$ cat src/rtl/beta_lsu_dmem_ctrl.sv
`default_nettype none
// ============================================================================
// Module   : beta_lsu_dmem_ctrl
// Purpose  : Pipelined load/store unit with in-order load tracking.
// Revision : 1.0 - initial release
// ============================================================================
module beta_lsu_dmem_ctrl #(
  parameter int XLEN            = 32,
  parameter int ADDR_W          = 32,
  parameter int MAX_OUTSTANDING = 2
) (
  input  logic                clk_i,
  input  logic                rst_ni,
  input  logic                req_valid_i,
  output logic                req_ready_o,
  input  logic                req_op_i,
  input  logic [1:0]          req_size_i,
  input  logic                req_unsigned_i,
  input  logic [ADDR_W-1:0]   req_addr_i,
  input  logic [XLEN-1:0]     req_wdata_i,
  input  logic [4:0]          req_rd_i,
  output logic                dmem_req_valid_o,
  input  logic                dmem_req_ready_i,
  output logic                dmem_req_we_o,
  output logic [ADDR_W-1:0]   dmem_req_addr_o,
  output logic [XLEN/8-1:0]   dmem_req_be_o,
  output logic [XLEN-1:0]     dmem_req_wdata_o,
  input  logic                dmem_rsp_valid_i,
  input  logic [XLEN-1:0]     dmem_rsp_rdata_i,
  output logic                ld_valid_o,
  output logic [XLEN-1:0]     ld_data_o,
  output logic [4:0]          ld_rd_o,
  output logic                misaligned_o,
  output logic                busy_o
);

  localparam int c_BE_W  = XLEN / 8;
  localparam int c_OFS_W = $clog2(c_BE_W);
  localparam int c_PTR_W = (MAX_OUTSTANDING > 1) ? $clog2(MAX_OUTSTANDING) : 1;
  localparam int c_CNT_W = $clog2(MAX_OUTSTANDING + 1);

  typedef enum logic [0:0] {
    c_ST_IDLE = 1'b0,
    c_ST_WRDY = 1'b1
  } state_t;

  typedef struct packed {
    logic [1:0]         size;
    logic               uns;
    logic [c_OFS_W-1:0] ofs;
    logic [4:0]         rd;
  } trk_t;

  state_t             r_state;
  state_t             w_state_nxt;
  logic [c_CNT_W-1:0] r_pending;
  logic [c_PTR_W-1:0] r_wptr;
  logic [c_PTR_W-1:0] r_rptr;
  trk_t               r_fifo [MAX_OUTSTANDING];

  logic               w_misal;
  logic               w_accept;
  logic               w_issue;
  logic               w_ld_push;
  logic               w_rsp_pop;
  logic [c_OFS_W-1:0] w_ofs;
  logic [c_BE_W-1:0]  w_be;
  logic [XLEN-1:0]    w_wdata;
  trk_t               w_trk_new;
  trk_t               w_head;
  logic [XLEN-1:0]    w_shift;
  logic [XLEN-1:0]    w_ext;

  assign w_ofs       = req_addr_i[c_OFS_W-1:0];
  assign req_ready_o = ((r_state == c_ST_IDLE) || dmem_req_ready_i) &&
                       (r_pending < c_CNT_W'(MAX_OUTSTANDING));
  assign w_accept    = req_valid_i & req_ready_o;
  assign w_issue     = w_accept & ~w_misal;
  assign w_ld_push   = w_issue & ~req_op_i;
  assign w_rsp_pop   = dmem_rsp_valid_i & (r_pending != '0);

  assign dmem_req_valid_o = (r_state == c_ST_WRDY);
  assign busy_o           = (r_state == c_ST_WRDY) || (r_pending != '0);

  always_comb begin
    w_misal = 1'b0;
    case (req_size_i)
      2'b00:   w_misal = |req_addr_i[1:0];
      2'b01:   w_misal = req_addr_i[0];
      2'b10:   w_misal = 1'b0;
      default: w_misal = (XLEN == 32) || (|req_addr_i[2:0]);
    endcase
  end

  always_comb begin
    w_be    = '1;
    w_wdata = req_wdata_i;
    case (req_size_i)
      2'b10: begin
        w_be    = c_BE_W'(1) << w_ofs;
        w_wdata = {c_BE_W{req_wdata_i[7:0]}};
      end
      2'b01: begin
        w_be    = c_BE_W'(3) << w_ofs;
        w_wdata = {(XLEN/16){req_wdata_i[15:0]}};
      end
      2'b00: begin
        w_be    = c_BE_W'(4'hF) << w_ofs;
        w_wdata = {(XLEN/32){req_wdata_i[31:0]}};
      end
      default: begin
        w_be    = '1;
        w_wdata = req_wdata_i;
      end
    endcase
  end

  always_comb begin
    w_state_nxt = r_state;
    case (r_state)
      c_ST_IDLE: if (w_issue) w_state_nxt = c_ST_WRDY;
      c_ST_WRDY: if (dmem_req_ready_i && !w_issue) w_state_nxt = c_ST_IDLE;
      default:   w_state_nxt = c_ST_IDLE;
    endcase
  end

  always_ff @(posedge clk_i) begin
    if (!rst_ni) r_state <= c_ST_IDLE;
    else         r_state <= w_state_nxt;
  end

  // A new issue can only happen while the slot is free or being drained,
  // so loading on w_issue never overwrites a request memory has not taken.
  always_ff @(posedge clk_i) begin
    if (!rst_ni) begin
      dmem_req_we_o    <= 1'b0;
      dmem_req_addr_o  <= '0;
      dmem_req_be_o    <= '0;
      dmem_req_wdata_o <= '0;
    end else if (w_issue) begin
      dmem_req_we_o    <= req_op_i;
      dmem_req_addr_o  <= {req_addr_i[ADDR_W-1:c_OFS_W], {c_OFS_W{1'b0}}};
      dmem_req_be_o    <= w_be;
      dmem_req_wdata_o <= w_wdata;
    end
  end

  always_ff @(posedge clk_i) begin
    if (!rst_ni) begin
      r_pending <= '0;
      r_wptr    <= '0;
      r_rptr    <= '0;
    end else begin
      case ({w_ld_push, w_rsp_pop})
        2'b10:   r_pending <= r_pending + c_CNT_W'(1);
        2'b01:   r_pending <= r_pending - c_CNT_W'(1);
        default: r_pending <= r_pending;
      endcase
      if (w_ld_push)
        r_wptr <= (r_wptr == c_PTR_W'(MAX_OUTSTANDING - 1)) ? '0 : r_wptr + c_PTR_W'(1);
      if (w_rsp_pop)
        r_rptr <= (r_rptr == c_PTR_W'(MAX_OUTSTANDING - 1)) ? '0 : r_rptr + c_PTR_W'(1);
    end
  end

  assign w_trk_new = '{size: req_size_i, uns: req_unsigned_i, ofs: w_ofs, rd: req_rd_i};

  always_ff @(posedge clk_i) begin
    if (w_ld_push) r_fifo[r_wptr] <= w_trk_new;
  end

  assign w_head  = r_fifo[r_rptr];
  assign w_shift = dmem_rsp_rdata_i >> {w_head.ofs, 3'b000};

  // Width casts of signed operands sign-extend, unsigned ones zero-extend.
  always_comb begin
    w_ext = w_shift;
    case (w_head.size)
      2'b10:   w_ext = w_head.uns ? XLEN'(w_shift[7:0])  : XLEN'($signed(w_shift[7:0]));
      2'b01:   w_ext = w_head.uns ? XLEN'(w_shift[15:0]) : XLEN'($signed(w_shift[15:0]));
      2'b00:   w_ext = w_head.uns ? XLEN'(w_shift[31:0]) : XLEN'($signed(w_shift[31:0]));
      default: w_ext = w_shift;
    endcase
  end

  always_ff @(posedge clk_i) begin
    if (!rst_ni) begin
      ld_valid_o   <= 1'b0;
      ld_data_o    <= '0;
      ld_rd_o      <= '0;
      misaligned_o <= 1'b0;
    end else begin
      ld_valid_o   <= w_rsp_pop;
      misaligned_o <= w_accept & w_misal;
      if (w_rsp_pop) begin
        ld_data_o <= w_ext;
        ld_rd_o   <= w_head.rd;
      end
    end
  end

endmodule
`default_nettype wire

$ cat config.mk
export PLATFORM = sky130hd
export DESIGN_NAME = beta_lsu_dmem_ctrl
export DESIGN_NICKNAME = d
export VERILOG_FILES = /design/src/rtl/beta_lsu_dmem_ctrl.sv
export SDC_FILE = /design/constraint.sdc
export NUM_CORES = 1
export LEC_CHECK = 0
export BUFFER_PORTS_ARGS = -buffer_cell sky130_fd_sc_hd__buf_4
export CAP_MARGIN = 20
export CORE_ASPECT_RATIO = 1.75
export CORE_UTILIZATION = 40
export DETAILED_ROUTE_END_ITERATION = 7
export HOLD_SLACK_MARGIN = 0.12
export PLACE_DENSITY = 0.67
export SYNTH_ARGS = -nofsm -noshare
export SYNTH_HDL_FRONTEND = slang
export SYNTH_SLANG_ARGS = --single-unit
$ cat constraint.sdc
create_clock -name clk_i -period 4 [get_ports clk_i]
set_clock_uncertainty 0.1 [all_clocks]
set_input_delay 0.2 -clock clk_i [delete_from_list [all_inputs] [get_ports clk_i]]
set_output_delay 0.2 -clock clk_i [all_outputs]
set_load 0.03 [all_outputs]
==> summary.txt <==
Route
  • Wire length on met1: 6640 um
  • Length of routed met2 wiring: 9320 um
  • DRC Markers: 0
  • Highest Signal Layer: met4
  • Violation count after the first detailed-route iteration: 261
  • TritonRoute pass-1 iters: 4
  • Post-detailed-routing wire length: 18200 um
  • Routed WL per cell: 16.3 um
  • Met3 wire len: 1240 um
  • Routed vias: 5764
  • Average via count per standard cell: 5.16
  • Antenna violation net count after detailed routing: 0

Global routing
  • Overflow left after global routing: 0
  • Pin count of the biggest net entering global routing: 113
  • Wire length of the first global-routing pass: 27800 um
  • Initial antenna violation count: 0
  • Number of global-route vias before repair: 5654
  • Gr usage total: 0.240

Synth
  • Top cells by area in the synthesized netlist: sky130_fd_sc_hd__dfxtp_1 39%, sky130_fd_sc_hd__nand2_1 11%, sky130_fd_sc_hd__edfxtp_1 10%, sky130_fd_sc_hd__a21boi_0 8.7%, sky130_fd_sc_hd__mux2i_1 2.6%
  • Biggest area consumer among synthesized cells: sky130_fd_sc_hd__dfxtp_1
  • Cell area after synthesis: 5760 um2
  • Share of the synthesized area in compound gates (AO/OA/AOI/OAI): 0.224
  • Post-synthesis adder-cell area fraction: 0.0152
  • Syn. warnings: 0
  • Netlist cell types: 45
  • Register area share after synthesis: 0.493
  • Mean post-synth cell area: 8.93 um2
  • Ys flop type: sky130_fd_sc_hd__dfxtp_1
  • Area fraction in and, or, nand and nor cells after synthesis: 0.182
  • Number of storage elements in the synthesis netlist: 132
  • Post-synth EDFFs: 20
  • Proportion of netlist area held by the largest area contributor: 0.389
  • Parity-gate share of the synthesized area counting xor and xnor cells: 0.00456
  • Share of synthesized area spent on multiplexers: 0.0376
  • Proportion of synthesized flip-flops having asynchronous set or reset: 0
  • Main combinational cell family by area after synthesis: compound AO/OA/AOI/OAI gates
  • Gate count after technology mapping: 645

Placed design
  • Final weighted congestion of routability-driven global placement: 0.851
  • Placed wire-length estimate: 12500 um
  • IO Port Bufs: 218

Critical path
  • Critical path's most frequent cell: sky130_fd_sc_hd__buf_4
  • CP max FO: 43
  • CP Launch Type: input port
  • Library cell contributing the largest single delay on the critical path: sky130_fd_sc_hd__or2_2
  • Sequence of cells on the critical path: dlygate4sd3_1, buf_4, inv_1, ha_1, nor2_1, o21bai_1, or2_2, buf_4, nand2_1, a21boi_0
  • Number of buffers and inverters on the critical path: 4
  • Delay of the slowest critical-path stage: 0.73 ns
  • Required time reported for the critical path endpoint: 4.21 ns
  • Category of cells accounting for the largest share of critical-path delay: buffers and inverters
  • Arrival time at the worst endpoint: 3.42 ns
  • Setup Crit Path Kind: in -> reg
  • Sort of element at the end of the critical path: register

Power and ir drop
  • Cell area power density: 496 nW/um2
  • Switching Share: 0.325
  • Int Power: 3.00 mW
  • Part of the total power dissipated in sequential elements: 0.358
  • IR drop worst, VDD: 0.337 mV
  • Overall Power: 4.44 mW
  • Relative contribution of the clock network to total power: 0.358
  • Logic pwr share: 0.284
  • Leakage power of the design: 3.84 nW
  • Switching Power: 1.44 mW

Clock network
  • H-tree depth reported by CTS: 4
  • TritonCTS clock tree: built
  • Clock-pin slew on the worst setup and hold paths: 0.06 ns
  • Number of buffers on the longest clock path: 2
  • Clock latency of the later-clocked register in the worst-skew pair: 0.40 ns
  • Num Clock Sinks: 132
  • Clock root buffer: sky130_fd_sc_hd__clkbuf_16
  • TritonCTS buffer count: 17

Die
  • Die width: 92.7 um
  • Vertical die dimension: 161 um
  • Area enclosed by the die boundary: 14900 um2
  • Effective utilization at floorplan: 0.412
  • # rows: 57
  • Area of the core region: 14000 um2
  • Count of boundary I/O pins: 221

Timing
  • Total negative setup slack: 0 ns
  • Worst-case headroom to the max-slew limit: 0.353
  • Final Hold Violating Endpoints: 0
  • Final worst path period share: 0.804
  • Achievable clock frequency: 311 MHz
  • Max-slew violations: 0
  • Slew at the pin with the worst max-slew slack: 0.971 ns
  • Setup repair after global routing missed its margin: false
  • Final Setup Violations: 0
  • Post-layout minimum cycle time: 3.22 ns

Outcome
  • Result of the run: finished clean

Run
  • Max capacitance violation total: 0

Cells and area
  • Relative area change from synthesis to final layout: 55.3%
  • Count of inserted antenna diode cells: 0
  • Final layout net count: 1043
  • Layout cell share with drive strength beyond 1: 0.288

Min path
  • Hold WC Path Type: in -> reg
[flip-flops by register name, summed over array words and instances (netlist names), named ones only]
name,flops
misaligned_o,1
r_pending,2
dmem_req_we_o,1
dmem_req_valid_o,1
ld_data_o,32
dmem_req_be_o,4
r_wptr,1
ld_valid_o,1
dmem_req_addr_o,30
ld_rd_o,5
r_rptr,1
dmem_req_wdata_o,32
r_fifo,20
[what timing repair did]
action | in CTS | in global routing
hold buffers | 86 | 0
setup buffers | 0 | 0
hold endpoints to repair | 112 | 0
resized for setup | 0 | 0
endpoints found under the setup margin | 0 | 0
[cells in the final DEF (no fill, tap or decap), types with 8 or more instances in the layout]
cell type / instances
sky130_fd_sc_hd__a21oi_1: 26
sky130_fd_sc_hd__dlygate4sd3_1: 86
sky130_fd_sc_hd__a22oi_1: 9
sky130_fd_sc_hd__o21ai_0: 26
sky130_fd_sc_hd__edfxtp_1: 20
sky130_fd_sc_hd__mux2i_1: 15
sky130_fd_sc_hd__dfxtp_1: 112
sky130_fd_sc_hd__buf_4: 225
sky130_fd_sc_hd__a311oi_1: 8
sky130_fd_sc_hd__o211ai_1: 16
sky130_fd_sc_hd__clkbuf_16: 20
sky130_fd_sc_hd__a21boi_0: 67
sky130_fd_sc_hd__nand3_1: 16
sky130_fd_sc_hd__nor3b_1: 8
sky130_fd_sc_hd__nand2_1: 170
sky130_fd_sc_hd__nor2_1: 16
sky130_fd_sc_hd__nor2b_1: 9
[cell usage after synthesis, types with 3 or more instances]
cell type and number:
sky130_fd_sc_hd__or3_1 5, sky130_fd_sc_hd__nor2_1 17, sky130_fd_sc_hd__o21ai_0 26, sky130_fd_sc_hd__a22oi_1 9, sky130_fd_sc_hd__or2_2 4, sky130_fd_sc_hd__clkbuf_1 38, sky130_fd_sc_hd__and2_1 6, sky130_fd_sc_hd__o211ai_1 16
sky130_fd_sc_hd__xnor2_1 3, sky130_fd_sc_hd__o2bb2ai_1 7, sky130_fd_sc_hd__nor3b_1 8, sky130_fd_sc_hd__nor2b_1 9, sky130_fd_sc_hd__nand3_1 16, sky130_fd_sc_hd__mux2i_1 15, sky130_fd_sc_hd__nand2b_1 3, sky130_fd_sc_hd__o211a_1 6
sky130_fd_sc_hd__ha_1 7, sky130_fd_sc_hd__edfxtp_1 20, sky130_fd_sc_hd__nand2_1 170, sky130_fd_sc_hd__a21boi_0 67, sky130_fd_sc_hd__a311oi_1 8, sky130_fd_sc_hd__inv_1 6, sky130_fd_sc_hd__a21o_1 7, sky130_fd_sc_hd__dfxtp_1 112
sky130_fd_sc_hd__a21oi_1 26, sky130_fd_sc_hd__buf_2 7
[path summary, 6_finish.rpt]
path,end,startpoint,slack (ns),cells after the start
worst max-delay path,dmem_req_addr_o[12],req_size_i[1],0.78,10
worst min-delay path,ld_data_o[2],dmem_rsp_rdata_i[2],0.14,5
worst max register to register,ld_data_o[10],register,1.25,7
worst min register to register,ld_data_o[5],ld_data_o[5],0.37,2
[logic make-up (layout without fill, tap and decap cells)]
logic type | after synthesis | in the layout
fa+ha+maj | 7 | 7
mux | 20 | 20
xor+xnor | 3 | 3
buf+inv | 57 | 350
compound gates | 181 | 181
other cells | 1 | 2
simple gates | 244 | 244
flops | 132 | 132
[layout make-up]
type | instances | area, um2
inverters | 7 | 26.3
clock inverters | 10 | 106
fillers | 1197 | 5030
clock buffers | 22 | 518
well taps | 177 | 221
flip-flops and latches | 132 | 2840
multi-input cells | 457 | 2690
repair buffers | 311 | 2550
[worst reg2reg max path, delay by kind of cell, from the launching register on]
family	cells	cell delay [ns]
DFF	1	0.80
adders and majority gates	1	0.33
muxes	1	0.33
and+or+nand+nor	1	0.41
buffers and inverters	1	0.07
AOI/OAI and AO/OA	3	0.64
[metrics by stage]
step | std cells | instance area, um2 | hold WS, ns | util | setup WS [ns]
6_report | 1116 | 8950 | 0.141 | 0.640 | 0.784
5_1_grt | 1116 | 8950 | 0.146 | 0.640 | 0.563
4_1_cts | 1116 | 8950 | 0.122 | 0.640 | 0.885
3_5_place_dp | 998 | 7460 | 0.289 | 0.534 | 1.03
3_3_place_gp | 998 | 7460 | 0.291 | 0.534 | 1.20
2_1_floorplan | 646 | 5770 | 0.199 | - | 1.61
[layer usage]
layer / up-vias / global-route usage
li1: 2794 / -
met5: - / 0
met2: 245 / 0.433
met4: 0 / 0.155
met1: 2672 / 0.237
met3: 53 / 0.0630
[power by group through the flow]
stage / registers (mW) / logic (mW) / clock network, mW
final: 1.59 / 1.26 / 1.59
after global routing: 1.61 / 1.34 / 1.67
after CTS: 1.59 / 1.25 / 1.62
after detailed placement: 1.62 / 1.18 / 0
after global placement: 1.61 / 1.17 / 0
after floorplan: 1.85 / 0.509 / 0
Power figures use the tool's default switching activity.
